$ cat src/rtl/pipe_skid_stage.sv
// Elastic two-entry pipeline stage carrying PC + instruction with a registered in_ready.
// Optional performance counters are built when PERF_CNT_EN is defined.
module pipe_skid_stage #(
  parameter int unsigned      PC_W     = 64,
  parameter int unsigned      INST_W   = 32,
  parameter logic [INST_W-1:0] NOP_INST = 32'h00000013,
  parameter int unsigned      CNT_W    = 16
) (
  input  logic              clk,
  input  logic              reset,
  input  logic              in_valid,
  output logic              in_ready,
  input  logic [PC_W-1:0]   in_pc,
  input  logic [INST_W-1:0] in_inst,
  output logic              out_valid,
  input  logic              out_ready,
  output logic [PC_W-1:0]   out_pc,
  output logic [INST_W-1:0] out_inst,
  input  logic              flush
`ifdef PERF_CNT_EN
  ,
  output logic [CNT_W-1:0]  stall_cycles,
  output logic [CNT_W-1:0]  flush_kills
`endif
);

  if (CNT_W == 0) begin : g_cnt_w_check
    $error("CNT_W must be nonzero");
  end

  typedef enum logic [1:0] {StEmpty, StBusy, StFull} state_e;

  state_e              state_q, state_d;
  logic [PC_W-1:0]     main_pc_q, main_pc_d;
  logic [INST_W-1:0]   main_inst_q, main_inst_d;
  logic [PC_W-1:0]     skid_pc_q, skid_pc_d;
  logic [INST_W-1:0]   skid_inst_q, skid_inst_d;

  logic main_valid, skid_valid, acc_in, acc_out;

  assign main_valid = (state_q != StEmpty);
  assign skid_valid = (state_q == StFull);
  assign in_ready   = ~skid_valid;
  assign out_valid  = main_valid;
  assign out_pc     = main_pc_q;
  assign out_inst   = main_inst_q;
  assign acc_in     = in_valid & in_ready;
  assign acc_out    = main_valid & out_ready;

  // Main register is forced to NOP/0 whenever it goes empty so outputs need no masking.
  always_comb begin
    state_d     = state_q;
    main_pc_d   = main_pc_q;
    main_inst_d = main_inst_q;
    skid_pc_d   = skid_pc_q;
    skid_inst_d = skid_inst_q;
    if (flush) begin
      state_d     = StEmpty;
      main_pc_d   = '0;
      main_inst_d = NOP_INST;
    end else begin
      unique case (state_q)
        StEmpty: begin
          if (acc_in) begin
            state_d     = StBusy;
            main_pc_d   = in_pc;
            main_inst_d = in_inst;
          end
        end
        StBusy: begin
          if (acc_in && acc_out) begin
            main_pc_d   = in_pc;
            main_inst_d = in_inst;
          end else if (acc_in) begin
            state_d     = StFull;
            skid_pc_d   = in_pc;
            skid_inst_d = in_inst;
          end else if (acc_out) begin
            state_d     = StEmpty;
            main_pc_d   = '0;
            main_inst_d = NOP_INST;
          end
        end
        StFull: begin
          if (acc_out) begin
            state_d     = StBusy;
            main_pc_d   = skid_pc_q;
            main_inst_d = skid_inst_q;
          end
        end
        default: begin
          state_d     = StEmpty;
          main_pc_d   = '0;
          main_inst_d = NOP_INST;
        end
      endcase
    end
  end

  always_ff @(posedge clk or posedge reset) begin
    if (reset) begin
      state_q     <= StEmpty;
      main_pc_q   <= '0;
      main_inst_q <= NOP_INST;
      skid_pc_q   <= '0;
      skid_inst_q <= NOP_INST;
    end else begin
      state_q     <= state_d;
      main_pc_q   <= main_pc_d;
      main_inst_q <= main_inst_d;
      skid_pc_q   <= skid_pc_d;
      skid_inst_q <= skid_inst_d;
    end
  end

`ifdef PERF_CNT_EN
  logic [CNT_W-1:0] stall_q, kills_q;
  logic [1:0]       kill_n;
  logic [CNT_W:0]   kills_sum;

  // A head delivered in the flush cycle is not a kill; an entry accepted in it is.
  always_comb begin
    kill_n    = {1'b0, main_valid & ~acc_out} + {1'b0, skid_valid} + {1'b0, acc_in};
    kills_sum = {1'b0, kills_q} + (CNT_W+1)'(kill_n);
  end

  always_ff @(posedge clk or posedge reset) begin
    if (reset) begin
      stall_q <= '0;
      kills_q <= '0;
    end else begin
      if (main_valid && !out_ready && (stall_q != '1)) begin
        stall_q <= stall_q + 1'b1;
      end
      if (flush) begin
        kills_q <= kills_sum[CNT_W] ? '1 : kills_sum[CNT_W-1:0];
      end
    end
  end

  assign stall_cycles = stall_q;
  assign flush_kills  = kills_q;
`endif

endmodule
$ cat config.mk
export PLATFORM = sky130hd
export DESIGN_NAME = pipe_skid_stage
export DESIGN_NICKNAME = d
export VERILOG_FILES = /design/src/rtl/pipe_skid_stage.sv
export SDC_FILE = /design/constraint.sdc
export NUM_CORES = 1
export LEC_CHECK = 0
export CORE_MARGIN = 4
export CORE_UTILIZATION = 55
export DETAILED_ROUTE_END_ITERATION = 7
export MAX_ROUTING_LAYER = met4
export PLACE_DENSITY = 0.86
export SLEW_MARGIN = 20
export SYNTH_ARGS = -nofsm -noshare
export SYNTH_HDL_FRONTEND = slang
export SYNTH_SLANG_ARGS = --single-unit
$ cat constraint.sdc
create_clock -name clk -period 13.85 [get_ports clk]
set_input_delay 2.0775 -clock clk [delete_from_list [all_inputs] [get_ports clk]]
set_output_delay 2.0775 -clock clk [all_outputs]
set_load 0.02 [all_outputs]
==> out/qor.txt <==
WHS Endpoint -> out_pc[51]$_DFFE_PP0P_
Pre-antenna DRT Iters -> 5
drt via density -> 6.15
worst endpoint required time -> 11.77 ns
Placer Congestion -> 0.840
CTS tree -> yes
WHS -> 0.494 ns
Rows -> 45
simple-gate share of the synthesized area -> 1.02%
arrival time at the worst endpoint -> 2.56 ns
Synth-to-Final Area Change -> 30.2%
Skew-Pair Late Insertion Delay -> 0.43 ns
first-pass GRT wire length -> 35,200 um
Hold Startpoint -> out_pc[51]$_DFFE_PP0P_
WHS Path Cells -> 1
postcts setup bufs -> 0
RR Startpoint -> state_q[0]$_DFFE_PP0P_
Num CTS Buffers -> 17
Synth area leader -> dfrtp_1
Post-Synth Adder-Cell Area -> 0%
hold buffers post-CTS -> 0
Max VDD drop -> 91.0 uV
Leak Pwr -> 4.74 nW
mux cell area share after synthesis -> 20.1%
commonest non-fill, non-tap cells in the layout -> 198 x clkdlybuf4s50_1, 186 x dfrtp_1, 93 x o2bb2ai_1
setup TNS -> 0 ns
post-CTS sizing -> 0
top cells by area, synth -> dfrtp_1 53%, o2bb2ai_1 9.3%, mux2_2 8.6%
Final WS setup -> 9.21 ns
worst relative slew slack -> 27.5%
final period utilization -> 33.5%
Most used DFF post-synth -> dfrtp_1
Synth Area in Compound Gates -> 19.7%
sequential cell area fraction in the yosys report -> 55.3%
Slew @ Worst Pin -> 1.09 ns
slack of the worst reg-to-reg path -> 10.98 ns
DP Area -> 10,800 um2
pin count of the biggest net entering global routing -> 126
clk root buf -> clkbuf_16
TritonCTS Sinks -> 194
outcome -> finished, final reports clean
largest family of logic cells by synthesized area -> multiplexers
effective utilization at floorplan -> 57.0%
Post-DRT Antenna Nets -> 0
Post-synth ARST share -> 100%
RR Endpoint -> skid_pc_q[38]$_DFFE_PP0P_
share of cells above drive strength 1 -> 18.4%
Synth top area share -> 53.5%
Die ar. -> 18,100 um2
total power -> 1.57 mW
final setup violation count -> 0
Hold Path Class -> reg -> reg
Final HPWL DP -> 13,800 um
commonest non-fill, non-tap cell in the layout -> clkdlybuf4s50_1
Design Area, Final -> 11,500 um2
Layout Cells excl Fill -> 1,016
Max Cap Viol -> 0
maximum clock path buffer count -> 2
skew final -> 0.00851 ns
DRC violations left -> 0
area of the core -> 15,400 um2
n_diodes -> 0
routed length per instance -> 21.6 um
unrepaired setup endpoints after global routing -> false
Worst Setup Start Kind -> register
die height -> 134 um
xor/xnor share of the synthesized area -> 0%
Placed Cells -> 983
Reg clk slew, reported paths -> 0.07 ns
Die W -> 134 um
Post-synth EDFFs -> 0
post-place setup slack -> 9.12 ns
Util after Layout -> 74.3%
Pwr Density -> 137 nW/um2
FMAX -> 0.216 GHz
R2R cell count -> 5
FF+latch count, synth -> 194
Crit. End Element -> output pin
initial antenna violation count -> 0
Syn Inst Count -> 632
GRT Overall Usage -> 25.2%
Synth Net Count -> 733
post-layout minimum cycle time -> 4.64 ns
Port Buffers -> 198
Mapped Avg Cell Area -> 13.9 um2
WL final -> 21,900 um
initial drt markers -> 448
Syn. warnings -> 0
Final Max Tran Viols -> 0
Post-Syn Area -> 8800 um2
vias in the first global route -> 6,628
Crit Path Max Fanout -> 37
post-synth cell types -> 35
Final Hold Fails -> 0
Top-Level Pins -> 199
H-tree depth -> 4
DR vias -> 6,253
fin nets -> 893
Crit Path Class -> reg -> out
grt total ovfl -> 0
==> cells by family (layout without fill, tap and decap cells) <==
family	after synthesis	count (layout)
simple gates	12	12
buf+inv	69	242
flops	194	194
compound gates	200	200
mux	157	157
==> synth_stat cells, drive strengths merged (2+ instances only) <==
cell type and number:
nand2 2, dfstp 6, clkbuf 17, dfrtp 188, inv 5, a22o 60
a22oi 6, mux2 96, nor2 2, nand2b 2, mux2i 61, buf 46
a32oi 33, or2 2, o2bb2ai 93
==> worst max path at each step <==
| stage | startpoint | endpoint | depth (start not counted) | slack (ns) |
|---|---|---|---|---|
| after detailed placement | out_ready | skid_pc_q[61]$_DFFE_PP0P_ | 5 | 9.12 |
| after global placement | out_ready | skid_pc_q[60]$_DFFE_PP0P_ | 5 | 9.23 |
| after CTS | state_q[1]$_DFFE_PP0P_ | in_ready | 4 | 8.75 |
| after floorplan | reset | out_inst[10]$_DFFE_PP0P_ | 1 | 6.50 |
| after global routing | state_q[1]$_DFFE_PP0P_ | in_ready | 4 | 9.12 |
| final | state_q[1]$_DFFE_PP0P_ | in_ready | 4 | 9.21 |
==> layout make-up <==
cell class	instances	area [um2]
Sequential cell	194	4870
Fill cell	982	3970
Multi-Input combinational cell	369	3630
Timing Repair Buffer	204	2040
Clock buffer	19	453
Tap cell	211	264
Clock inverter	13	175
Inverter	6	30.0
==> flip-flops by register name (all words and copies together), names as in the netlist <==
| register | cells |
|---|---|
| skid_inst_q | 32 |
| state_q | 2 |
| out_inst | 32 |
| out_pc | 64 |
| skid_pc_q | 64 |
==> power breakdown <==
group / switching [mW] / leakage, nW / internal [mW]
logic: 0.142 / 1.96 / 0.173
registers: 0.0638 / 2.48 / 0.674
clock network: 0.220 / 0.306 / 0.298
total: 0.427 / 4.74 / 1.14
==> worst max-delay path: stages, from the launching register on <==
cell	delay (ns)
dfrtp_4	0.80
nor2b_2	0.24
buf_4	0.38
inv_1	0.12
clkdlybuf4s50_1	0.56
==> per-layer routing <==
layer	track usage, %	routed length [um]	vias up
li1	-	-	2780
met1	33.1	9600	3210
met2	39.1	10700	225
met3	4.51	1100	38
met4	10.5	570	0
met5	-	0	-
Note: power is estimated with default switching activity, not from simulation.
